===== src/rtl/hash_table_pkg.sv =====
// Shared types and default widths for the hash-table read path.
// A bucket entry is stored in memory as {occupied, key, value}.
package hash_table_pkg;

  localparam int DEFAULT_KEY_WIDTH   = 10;
  localparam int DEFAULT_VALUE_WIDTH = 16;
  localparam int DEFAULT_ADDR_WIDTH  = 8;

  typedef struct packed {
    logic                           occupied;
    logic [DEFAULT_KEY_WIDTH-1:0]   key;
    logic [DEFAULT_VALUE_WIDTH-1:0] value;
  } bucket_entry_t;

  function automatic int entry_width(input int key_width, input int value_width);
    return 1 + key_width + value_width;
  endfunction

endpackage


===== src/rtl/hash_lookup_if.sv =====
// Request, bucket-memory and result signals of the lookup stage.
// The slave modport is the lookup stage's view; master is the surrounding logic.
interface hash_lookup_if #(
  parameter int KEY_WIDTH   = hash_table_pkg::DEFAULT_KEY_WIDTH,
  parameter int VALUE_WIDTH = hash_table_pkg::DEFAULT_VALUE_WIDTH,
  parameter int ADDR_WIDTH  = hash_table_pkg::DEFAULT_ADDR_WIDTH
) ();

  logic                             req_valid;
  logic                             req_ready;
  logic [KEY_WIDTH-1:0]             req_key;
  logic [ADDR_WIDTH-1:0]            req_addr;
  logic                             mem_rd_en;
  logic [ADDR_WIDTH-1:0]            mem_rd_addr;
  logic [KEY_WIDTH+VALUE_WIDTH:0]   mem_rd_data;
  logic                             res_valid;
  logic                             res_ready;
  logic                             res_hit;
  logic [KEY_WIDTH-1:0]             res_key;
  logic [VALUE_WIDTH-1:0]           res_value;

  modport slave (
    input  req_valid, req_key, req_addr, mem_rd_data, res_ready,
    output req_ready, mem_rd_en, mem_rd_addr, res_valid, res_hit, res_key, res_value
  );

  modport master (
    output req_valid, req_key, req_addr, mem_rd_data, res_ready,
    input  req_ready, mem_rd_en, mem_rd_addr, res_valid, res_hit, res_key, res_value
  );

endinterface


===== src/rtl/siso_register.sv =====
// Serial-in serial-out register chain: data_out is data_in delayed by DELAY
// enabled clock edges. Reset clears every stage so stale valids never emerge.
module siso_register #(
  parameter int DATA_WIDTH = 8,
  parameter int DELAY      = 1
) (
  input  logic                  clk,
  input  logic                  reset,
  input  logic                  write_en,
  input  logic [DATA_WIDTH-1:0] data_in,
  output logic [DATA_WIDTH-1:0] data_out
);

  logic [DATA_WIDTH-1:0] stages [DELAY];

  always_ff @(posedge clk) begin
    if (reset) begin
      for (int i = 0; i < DELAY; i++) stages[i] <= '0;
    end else if (write_en) begin
      stages[0] <= data_in;
      for (int i = 1; i < DELAY; i++) stages[i] <= stages[i-1];
    end
  end

  assign data_out = stages[DELAY-1];

endmodule


===== src/rtl/hash_lookup_stage.sv =====
// Hash-table lookup stage: issues bucket reads, compares the returned entry
// with the delayed key and queues hit/miss results in a credit-protected FIFO.
module hash_lookup_stage
  import hash_table_pkg::*;
#(
  parameter int KEY_WIDTH   = DEFAULT_KEY_WIDTH,
  parameter int VALUE_WIDTH = DEFAULT_VALUE_WIDTH,
  parameter int ADDR_WIDTH  = DEFAULT_ADDR_WIDTH,
  parameter int MEM_LATENCY = 2,
  parameter int FIFO_DEPTH  = 4
) (
  input logic          clk,
  input logic          reset,
  hash_lookup_if.slave bus
);

  localparam int PTR_WIDTH  = $clog2(FIFO_DEPTH);
  localparam int USED_WIDTH = PTR_WIDTH + 1;

  typedef struct packed {
    logic                   occupied;
    logic [KEY_WIDTH-1:0]   key;
    logic [VALUE_WIDTH-1:0] value;
  } entry_t;

  typedef struct packed {
    logic                   hit;
    logic [KEY_WIDTH-1:0]   key;
    logic [VALUE_WIDTH-1:0] value;
  } result_t;

  logic                  accept;
  logic                  push;
  logic                  pop;
  logic                  fifo_empty;
  logic                  fifo_full;
  logic                  delayed_valid;
  logic [KEY_WIDTH-1:0]  delayed_key;
  logic [KEY_WIDTH:0]    delay_out;
  logic [USED_WIDTH-1:0] used;
  logic [PTR_WIDTH:0]    wr_ptr;
  logic [PTR_WIDTH:0]    rd_ptr;
  entry_t                stored;
  result_t               result;
  result_t               head;
  result_t               fifo_mem [FIFO_DEPTH];

  // Credits cover in-flight reads plus queued results, so a push never meets a full FIFO.
  assign bus.req_ready   = !reset && (used < USED_WIDTH'(FIFO_DEPTH));
  assign accept          = bus.req_valid && bus.req_ready;
  assign bus.mem_rd_en   = accept;
  assign bus.mem_rd_addr = bus.req_addr;

  siso_register #(
    .DATA_WIDTH (KEY_WIDTH + 1),
    .DELAY      (MEM_LATENCY)
  ) u_key_delay (
    .clk      (clk),
    .reset    (reset),
    .write_en (1'b1),
    .data_in  ({accept, bus.req_key}),
    .data_out (delay_out)
  );

  assign delayed_valid = delay_out[KEY_WIDTH];
  assign delayed_key   = delay_out[KEY_WIDTH-1:0];
  assign stored        = entry_t'(bus.mem_rd_data);
  assign push          = delayed_valid;

  always_comb begin
    result       = '0;
    result.hit   = stored.occupied && (stored.key == delayed_key);
    result.key   = delayed_key;
    result.value = result.hit ? stored.value : '0;
  end

  assign fifo_empty = (wr_ptr == rd_ptr);
  assign fifo_full  = (wr_ptr[PTR_WIDTH] != rd_ptr[PTR_WIDTH]) &&
                      (wr_ptr[PTR_WIDTH-1:0] == rd_ptr[PTR_WIDTH-1:0]);
  assign head       = fifo_mem[rd_ptr[PTR_WIDTH-1:0]];

  assign bus.res_valid = !reset && !fifo_empty;
  assign bus.res_hit   = bus.res_valid && head.hit;
  assign bus.res_key   = bus.res_valid ? head.key   : '0;
  assign bus.res_value = bus.res_valid ? head.value : '0;
  assign pop           = bus.res_valid && bus.res_ready;

  always_ff @(posedge clk) begin
    if (push) fifo_mem[wr_ptr[PTR_WIDTH-1:0]] <= result;
  end

  always_ff @(posedge clk) begin
    if (reset) begin
      wr_ptr <= '0;
      rd_ptr <= '0;
      used   <= '0;
    end else begin
      if (push) wr_ptr <= wr_ptr + 1'b1;
      if (pop)  rd_ptr <= rd_ptr + 1'b1;
      case ({accept, pop})
        2'b10:   used <= used + 1'b1;
        2'b01:   used <= used - 1'b1;
        default: used <= used;
      endcase
    end
  end

endmodule


===== src/flat_wrapper.sv =====
// flat-port wrapper written by rule: the top's interface ports become plain ports
module hash_lookup_stage_flat import hash_table_pkg::*;
#(
  parameter int KEY_WIDTH   = DEFAULT_KEY_WIDTH,
  parameter int VALUE_WIDTH = DEFAULT_VALUE_WIDTH,
  parameter int ADDR_WIDTH  = DEFAULT_ADDR_WIDTH,
  parameter int MEM_LATENCY = 2,
  parameter int FIFO_DEPTH  = 4
)
  (clk, reset, bus_req_valid, bus_req_key, bus_req_addr, bus_mem_rd_data, bus_res_ready, bus_req_ready, bus_mem_rd_en, bus_mem_rd_addr, bus_res_valid, bus_res_hit, bus_res_key, bus_res_value);
  hash_lookup_if #(.KEY_WIDTH(KEY_WIDTH), .VALUE_WIDTH(VALUE_WIDTH), .ADDR_WIDTH(ADDR_WIDTH)) bus_i ();
  input logic clk;
  input logic reset;
  input wire logic [$bits(bus_i.req_valid)-1:0] bus_req_valid;
  input wire logic [$bits(bus_i.req_key)-1:0] bus_req_key;
  input wire logic [$bits(bus_i.req_addr)-1:0] bus_req_addr;
  input wire logic [$bits(bus_i.mem_rd_data)-1:0] bus_mem_rd_data;
  input wire logic [$bits(bus_i.res_ready)-1:0] bus_res_ready;
  output wire logic [$bits(bus_i.req_ready)-1:0] bus_req_ready;
  output wire logic [$bits(bus_i.mem_rd_en)-1:0] bus_mem_rd_en;
  output wire logic [$bits(bus_i.mem_rd_addr)-1:0] bus_mem_rd_addr;
  output wire logic [$bits(bus_i.res_valid)-1:0] bus_res_valid;
  output wire logic [$bits(bus_i.res_hit)-1:0] bus_res_hit;
  output wire logic [$bits(bus_i.res_key)-1:0] bus_res_key;
  output wire logic [$bits(bus_i.res_value)-1:0] bus_res_value;
  assign bus_i.req_valid = bus_req_valid;
  assign bus_i.req_key = bus_req_key;
  assign bus_i.req_addr = bus_req_addr;
  assign bus_i.mem_rd_data = bus_mem_rd_data;
  assign bus_i.res_ready = bus_res_ready;
  assign bus_req_ready = bus_i.req_ready;
  assign bus_mem_rd_en = bus_i.mem_rd_en;
  assign bus_mem_rd_addr = bus_i.mem_rd_addr;
  assign bus_res_valid = bus_i.res_valid;
  assign bus_res_hit = bus_i.res_hit;
  assign bus_res_key = bus_i.res_key;
  assign bus_res_value = bus_i.res_value;
  hash_lookup_stage #(.KEY_WIDTH(KEY_WIDTH), .VALUE_WIDTH(VALUE_WIDTH), .ADDR_WIDTH(ADDR_WIDTH), .MEM_LATENCY(MEM_LATENCY), .FIFO_DEPTH(FIFO_DEPTH)) u_core (.clk(clk), .reset(reset), .bus(bus_i));
endmodule

===== config.mk =====
export PLATFORM = sky130hd
export DESIGN_NAME = hash_lookup_stage_flat
export DESIGN_NICKNAME = d
export VERILOG_FILES = /design/src/rtl/hash_table_pkg.sv /design/src/rtl/hash_lookup_if.sv /design/src/rtl/siso_register.sv /design/src/rtl/hash_lookup_stage.sv /design/src/flat_wrapper.sv
export SDC_FILE = /design/constraint.sdc
export NUM_CORES = 1
export LEC_CHECK = 0
export CORE_MARGIN = 1
export CORE_UTILIZATION = 53
export DETAILED_ROUTE_END_ITERATION = 8
export GPL_ROUTABILITY_DRIVEN = 0
export PLACE_DENSITY = 0.91
export SLEW_MARGIN = 25
export SYNTH_ARGS = -nofsm -noshare
export SYNTH_HDL_FRONTEND = slang
export SYNTH_SLANG_ARGS = --single-unit

===== constraint.sdc =====
create_clock -name clk -period 4.2 [get_ports clk]
set_input_delay 0.84 -clock clk [delete_from_list [all_inputs] [get_ports clk]]
set_output_delay 0.84 -clock clk [all_outputs]
set_load 0.05 [all_outputs]

# Yosys cells after proc, flatten, opt, wreduce, memory -nomap -nowiden
# Memories as Yosys holds them, arrays and structs flattened. A register that Yosys moved wholly into a read port is not among the register bits.
# Index checks and enable logic that the tools add are counted.
[totals] ff_bits=9 latch_bits=0 ram_bits=130 romBits=0 in_bits=49 out_inout_bits=38 wordCells=38 mem_count=2
[op_classes] addsub=4 n_mul=0 n_div=0 order_cmp=1 n_eq_ne=4 shift=0 n_mux=13 n_bitwise=2 n_reduce_logical=9
[memory_table] name="u_core.fifo_mem" depth=4 width=27 read_ports=1 rd_ports_with_merged_regs=1 write_ports=1 line="hash_lookup_stage.sv:46" text="result_t fifo_mem [FIFO_DEPTH];"
[memory_table] name="u_core.u_key_delay.stages" depth=2 width=11 read_ports=2 rd_ports_with_merged_regs=0 write_ports=2 line="siso_register.sv:14" text="logic [DATA_WIDTH-1:0] stages [DELAY];"
[op_table] op="$mux W16" n=2
[op_table] op="$mux W11" n=2
[op_table] op="$eq A10 B10 Y1" n=1
[op_table] op="$mux W10" n=1
[op_table] op="$add A3 B1 Y3 const B" n=3
[op_table] op="$logic_and A1 B1 Y1" n=6
[op_table] op="$pmux W3 S2" n=1
[op_table] op="$mux W1" n=5
[op_table] op="$mux W2" n=2
[op_table] op="$eq A3 B3 Y1" n=1
[op_table] op="$lt A3 B3 Y1 const B" n=1
[op_table] op="$sub A3 B1 Y3 const B" n=1
[op_table] op="$eq A2 B1 Y1 const B" n=1
[op_table] op="$eq A2 B2 Y1 const B" n=1
[op_table] op="$logic_not A1 Y1" n=2
[op_table] op="$or A1 B1 Y1" n=2
[op_table] op="$reduce_bool A2 Y1" n=1

# Depth between registers and ports, before layout
# Gate-level depths: netlist of the first run.
[depth] ltp_word=6 ltp_mapped=10 mapped_depth_nobuf=9

# By module
# From an unflattened synthesis of the first run, not the netlist that was laid out.
[unflattened] hier_cells=335 area_unflattened_um2=5953.2
[by_module_without_submodules] module="hash_lookup_stage" n_inst=1 cells_each=275 area_each_um2=4978.5 seq_area_each_um2=3463.3
[by_module_without_submodules] module="siso_register" n_inst=1 cells_each=60 area_each_um2=974.7 seq_area_each_um2=660.6

# Worst setup path before layout of the first run
# OpenSTA, ideal clock, no wires.
[synth_path] path_kind="input to register" from="input port reset" to="register u_core.used[2]" setup_time_ns=0.071 t_arrival_ns=2.914 required_time_ns=4.129 slack_ns=1.216 stages=7 path_buffers=0 cell_sequence="nor2_1 nand2_1 ha_1 fa_1 xnor2_1 or3_1 a21oi_1"
[synth_via] elab_chain_len=5 word_cells_on_any_way=9 cone_classes="eq/ne (2); mux (1); reduce/logical (6)"
[synth_rtl] item="start: declaration" line="flat_wrapper.sv:13" text="input logic reset;"
[synth_rtl] item="$logic_not A1 Y1" line="hash_lookup_stage.sv:49, hash_lookup_stage.sv:82"
[synth_rtl] item="$logic_and A1 B1 Y1 (on tied branches)" line="hash_lookup_stage.sv:82, hash_lookup_stage.sv:49"
[synth_rtl] item="$logic_and A1 B1 Y1 (on tied branches)" line="hash_lookup_stage.sv:86, hash_lookup_stage.sv:50"
[synth_rtl] item="$eq A2 B1 Y1 or $eq A2 B2 Y1 (tied branches)" line="hash_lookup_stage.sv:100" text="case ({accept, pop})"
[synth_rtl] item="$pmux W3 S2 or $reduce_bool A2 Y1 (tied branches)"
[synth_rtl] item="end signal: assignment" line="hash_lookup_stage.sv:101" text="2'b10: used <= used + 1'b1;"
[synth_rtl] item="end signal: assignment" line="hash_lookup_stage.sv:102" text="2'b01: used <= used - 1'b1;"
[synth_rtl] item="end signal: assignment" line="hash_lookup_stage.sv:103" text="default: used <= used;"
[synth_rtl] item="end: declaration" line="hash_lookup_stage.sv:40" text="logic [USED_WIDTH-1:0] used;"
# Parallel ways exist; a longest one is shown, timed or not.
# A chain may end at the register's enable or synchronous reset.

==> results_dict.tcl, run 1 <==
set metrics [dict create \
    status "completed" \
    synthTopCellsByCount "edfxtp_1, dfxtp_1, nor2b_1, mux4_2, xnor2_1" \
    clock.fmax_ghz 0.296 \
    post-dp-hpwl_mm 6.40 \
    cts_hold_buf 0 \
    syn2layout_area_growth_pct 22.5 \
    viasPerCell 5.40 \
    arrival_ns 2.54 \
    synth-edff-count 108 \
    dr.pass1.iters 4 \
    cts_buffers 17 \
    wirelength_mm 10.6 \
    setup-tns-final_ns 0 \
    hold_class "reg -> reg" \
    ctsResizeCount 0 \
    clock_sinks 141 \
    syn_avg_cell_area_um2 17.5 \
    rsz0062_at_grt "false" \
    ys.flop_type "edfxtp_1" \
    coreArea_mm2 0.0104 \
    power_density_mw_per_mm2 479 \
    utilization 0.674 \
    cap_violations 0 \
    netlist.top_cell.by_area "edfxtp_1" \
    ant_nets 0 \
    worstMarginPinSlew_ns 0.911 \
    ys_types 36 \
    layout-drive-gt1-share 0.263 \
    p_int_uw 2540 \
    vdd_drop_max_v 0.000355 \
    synth_seq_area_share 0.685 \
    dr_total_vias 2978 \
    seqPwrFrac 0.464 \
    clk-insertion-delay-late_ns 0.51 \
    setup_viol 0 \
    netlist_area_mm2 0.00570 \
    wire_per_inst_um 19.3 \
    worst-setup-path-type "reg -> out" \
    instances_no_fill 551 \
    yosys_warnings 0 \
    swShare 0.240 \
    required_ns 3.36 \
    num_rows 37 \
    cts-root-buf "clkbuf_8" \
    diodes 0 \
    antenna_found_initial 0 \
    synth_fp_nets 382 \
    ys_ff_latch 141 \
    numPortBuffers 70 \
    clock_skew_ns 0.00824 \
    async_reset_ff_frac 0 \
    hold_viol 0 \
    dpl_cell_area_mm2 0.00641 \
    die_area_mm2 0.0112 \
    syn_inst 326 \
    drc 0 \
    power.switching_uw 802 \
    dpl.cell_count 519 \
    drv_slew 0 \
    grt_max_degree 33 \
    layout_min_cycle_time_ns 3.38 \
    p_leak_uw 0.00238 \
    grt_pass1_vias 3094 \
    track_usage 0.202 \
    synth_most_common_cell "edfxtp_1" \
    start_util 0.550 \
    gr-total-overflow 0 \
    path_clk_slew_ns 0.06 \
    clockPowerShare 0.428 \
    critPathLaunchType "flip-flop" \
    synth_top_area_share 0.569 \
    cts_tree "built" \
    cts_buffer_depth 2 \
    cts_setup_buffers 0 \
    htree_num_levels 4 \
    grt_pass1_wl_mm 16.3 \
    min_period_over_period 0.804 \
    timing.slew.headroom 0.388 \
    final_cell_area_mm2 0.00698 \
    comb_power_share 0.108 \
    drt_iter0_drc 230 \
    crit_path_end_kind "output pin" \
    die_width_um 106 \
    cp_max_fo 18 \
    final_nets 458 \
    die_h_um 106 \
    yosys-top-cells-area "edfxtp_1, dfxtp_1, mux4_2" \
    io_pins 87 \
]
worst max-delay path, stage by stage, from the launching register on:
cell	delay (ns)
dfxtp_2	0.73
buf_4	0.36
mux4_2	0.57
and2b_1	0.17
buf_4	0.18
through the flow:
stage                     power [uW]  setup WS, ns  hold WS (ns)
after floorplan                 1850          1.22         0.414
after global placement          1930          1.06         0.418
after detailed placement        1940          1.03         0.420
after CTS                       3370         0.725         0.435
final                           3350         0.823         0.434
after global routing            3450         0.647         0.450
cells in the final DEF, fill, tap and decap left out, types with 2 or more instances in the layout:
| cell | instances |
|---|---|
| edfxtp_1 | 108 |
| clkdlybuf4s50_1 | 40 |
| buf_4 | 37 |
| nor2b_1 | 33 |
| dfxtp_1 | 32 |
| mux4_2 | 27 |
| clkbuf_16 | 16 |
| xnor2_1 | 14 |
| and2_1 | 12 |
| nor2b_4 | 10 |
| nor2_1 | 10 |
| and4_1 | 8 |
| inv_1 | 7 |
| ha_1 | 6 |
| nand2_1 | 5 |
| and2b_1 | 5 |
| inv_6 | 5 |
| xor2_1 | 4 |
| clkinv_4 | 4 |
| nand3_1 | 3 |
| a31oi_1 | 3 |
| nand2b_1 | 2 |
| mux2i_1 | 2 |
| a21oi_1 | 2 |
| clkinvlp_4 | 2 |
| bufinv_16 | 2 |
per-layer routing:
metal,global-route usage,part of all wire,up-vias
li1,-,-,1362
met1,0.243,0.40,1486
met2,0.354,0.54,121
met3,0.0489,0.052,9
met4,0.0744,0.011,0
met5,0,0,-
path summary, 6_finish.rpt:
check                                       start                                to  slack, ns  cells after the start
hold / removal    u_core.u_key_delay.stages[0][6]  u_core.u_key_delay.stages[0][17]       0.43                      1
hold reg to reg   u_core.u_key_delay.stages[0][6]  u_core.u_key_delay.stages[0][17]       0.43                      1
setup / recovery                        flip-flop                 bus_res_value[15]       0.82                      4
setup reg to reg                 u_core.wr_ptr[0]                    u_core.used[2]       1.59                      9
cell families (layout without fill, tap and decap cells):
family | Yosys count | count (layout) | share of synthesized area
compound gates | 9 | 9 | 0.0105
xor+xnor | 18 | 18 | 0.0277
fa+ha+maj | 7 | 7 | 0.0167
buf+inv | 28 | 117 | 0.0329
flops | 141 | 141 | 0.685
mux | 29 | 29 | 0.110
simple gates | 94 | 94 | 0.117
final cells by class:
| type | instances | area, um2 |
|---|---|---|
| Inverter | 7 | 26.3 |
| Clock buffer | 18 | 418 |
| Tap cell | 136 | 170 |
| Multi-Input combinational cell | 157 | 1610 |
| Timing Repair Buffer | 78 | 698 |
| Fill cell | 669 | 3390 |
| Clock inverter | 14 | 158 |
| Sequential cell | 141 | 3910 |
flip-flops by register name (all words and copies together) (netlist names), named ones only:
name / count
u_core.used: 3
u_core.wr_ptr: 3
u_core.fifo_mem: 108
u_core.u_key_delay.stages: 22
u_core.rd_ptr: 3
power by group through the flow:
stage / clock (uW) / combinational (uW) / sequential (uW)
finish: 1430 / 363 / 1550
global route: 1510 / 381 / 1560
detailed placement: 0 / 362 / 1580
CTS: 1450 / 366 / 1550
global placement: 0 / 355 / 1580
floorplan: 0 / 293 / 1560
Note: power is estimated with default switching activity, not from simulation.
==> run 2, diff against run 1 <==
==> constraint.sdc (replaced) <==
create_clock -name clk -period 3.5 [get_ports clk]
set_input_delay 0.7 -clock clk [delete_from_list [all_inputs] [get_ports clk]]
set_output_delay 0.7 -clock clk [all_outputs]
set_load 0.05 [all_outputs]
==> results_dict.tcl, run 2 (synthesized netlist as in run 1, its figures left out) <==
set metrics [dict create \
    numPortBuffers 70 \
    clock_skew_ns 0.00545 \
    totalPowerFinal_uw 4190 \
    diodes 0 \
    post-dp-hpwl_mm 6.13 \
    path_buf_inv 2 \
    ff_latch_area_mm2 0.00391 \
    htree_num_levels 4 \
    die_area_mm2 0.0112 \
    multiInputGateArea_mm2 0.00161 \
    mostFrequentLayoutCell "edfxtp_1" \
    r2r_start "u_core.wr_ptr[0]" \
    ctsResizeCount 0 \
    timing.slew.headroom 0.651 \
    r2r_end "u_core.used[2]" \
    drc 0 \
    cts_setup_buffers 0 \
    worst-setup-path-type "reg -> out" \
    min_period_over_period 0.876 \
    status "completed" \
    clock_sinks 141 \
    crit_slowest_cell "buf_4" \
    grt_max_degree 29 \
    cts_buffer_depth 2 \
    grt_util_met3 0.0600 \
    cap_violations 0 \
    hold_start "u_core.u_key_delay.stages[0][10]" \
    critPathLaunchType "flip-flop" \
    instances_no_fill 553 \
    dr.pass1.iters 4 \
    cp_top_family "buffers and inverters" \
    setup-tns-final_ns 0 \
    hold_class "reg -> reg" \
    start_util 0.550 \
    dr_total_vias 2970 \
    coreArea_mm2 0.0104 \
    crit_path_end_kind "output pin" \
    p_leak_uw 0.00241 \
    n_fill_cell 656 \
    die_h_um 106 \
    syn2layout_area_growth_pct 24.3 \
    power_density_mw_per_mm2 592 \
    layout-drive-gt1-share 0.266 \
    cp_max_fo 28 \
    grt.met1_usage 0.261 \
    vdd_drop_max_v 0.000437 \
    globalRouteMet2Util 0.340 \
    final_nets 460 \
    slowest_delay_ns 0.42 \
    gr-total-overflow 0 \
    arrival_ns 2.37 \
    grt_pass1_vias 3067 \
    dpl.cell_count 521 \
    drt_iter0_drc 243 \
    cts_buffers 17 \
    r2r_cells 9 \
    wirelength_mm 10.6 \
    track_usage 0.205 \
    clock.fmax_ghz 0.326 \
    cts_tree "built" \
    rsz0062_at_grt "false" \
    viasPerCell 5.37 \
    wire_per_inst_um 19.2 \
    hold_viol 0 \
    grt_pass1_wl_mm 16.7 \
    num_rows 37 \
    clk-insertion-delay-late_ns 0.51 \
    path_clk_slew_ns 0.06 \
    drv_slew 0 \
    top_usage_layer "met2" \
    cp_common_cell "buf_4" \
    rrSetupSlack_ns 1.26 \
    worstMarginPinSlew_ns 0.524 \
    ant_nets 0 \
    cts-root-buf "clkbuf_8" \
    io_pins 87 \
    die_width_um 106 \
    largest_reg_flops 108 \
    cts_hold_buf 0 \
    layout_min_cycle_time_ns 3.07 \
    setup_viol 0 \
    required_ns 2.80 \
    final_cell_mix "edfxtp_1, clkdlybuf4s50_1, buf_4" \
    antenna_found_initial 0 \
    crit_chain "xnor2_1 > and2_4 > a21o_2 > buf_4 > and2b_1 > buf_4" \
    whs_ns 0.438 \
    utilization 0.683 \
    worstHoldEndpoint "u_core.u_key_delay.stages[0][21]" \
    hold_depth 1 \
]
## run 2: cell count changes in the layout (fill, tap and decap cells not counted), sizes merged
cell | previous run | this run
bufinv | 2 | 5
inv | 12 | 8
clkbuf | 18 | 17
clkinvlp | 2 | 4
buf | 38 | 40
## run 2: metal layers
layer,routed length [um],share of wire
met3,730,0.069
met5,0,0
met1,4240,0.40
met4,41,0.0039
met2,5630,0.53
## run 2: area by class of cell
type / instances / area share
clock buffers: 17 / 0.0585
multi-input cells: 157 / 0.227
repair buffers: 80 / 0.104
inverters: 7 / 0.00371
well taps: 136 / 0.0240
clock inverters: 15 / 0.0311
flip-flops and latches: 141 / 0.551
## run 2: how the worst max path moves through the flow
| stage | from | end | slack, ns | depth (start not counted) |
|---|---|---|---|---|
| 2_1_floorplan | reset | u_core.used[2] | 0.66 | 7 |
| 3_3_place_gp | reset | bus_res_value[15] | 0.59 | 5 |
| 3_5_place_dp | reset | bus_res_value[15] | 0.52 | 5 |
| 4_1_cts | u_core.wr_ptr[0] | bus_res_value[15] | 0.41 | 6 |
| 5_1_grt | u_core.wr_ptr[0] | bus_res_value[15] | 0.29 | 6 |
| 6_report | u_core.wr_ptr[0] | bus_res_value[15] | 0.43 | 6 |
## run 2: power by group
| part | internal [uW] | switching [uW] |
|---|---|---|
| registers | 1820 | 34.0 |
| clock network | 1230 | 665 |
| logic | 208 | 237 |
| total | 3260 | 936 |
## run 2: through the flow
| step | setup WS (ns) | instance area [um2] |
|---|---|---|
| 2_1_floorplan | 0.656 | 5700 |
| 3_3_place_gp | 0.589 | 6450 |
| 3_5_place_dp | 0.517 | 6450 |
| 4_1_cts | 0.405 | 7080 |
| 5_1_grt | 0.289 | 7080 |
| 6_report | 0.435 | 7080 |
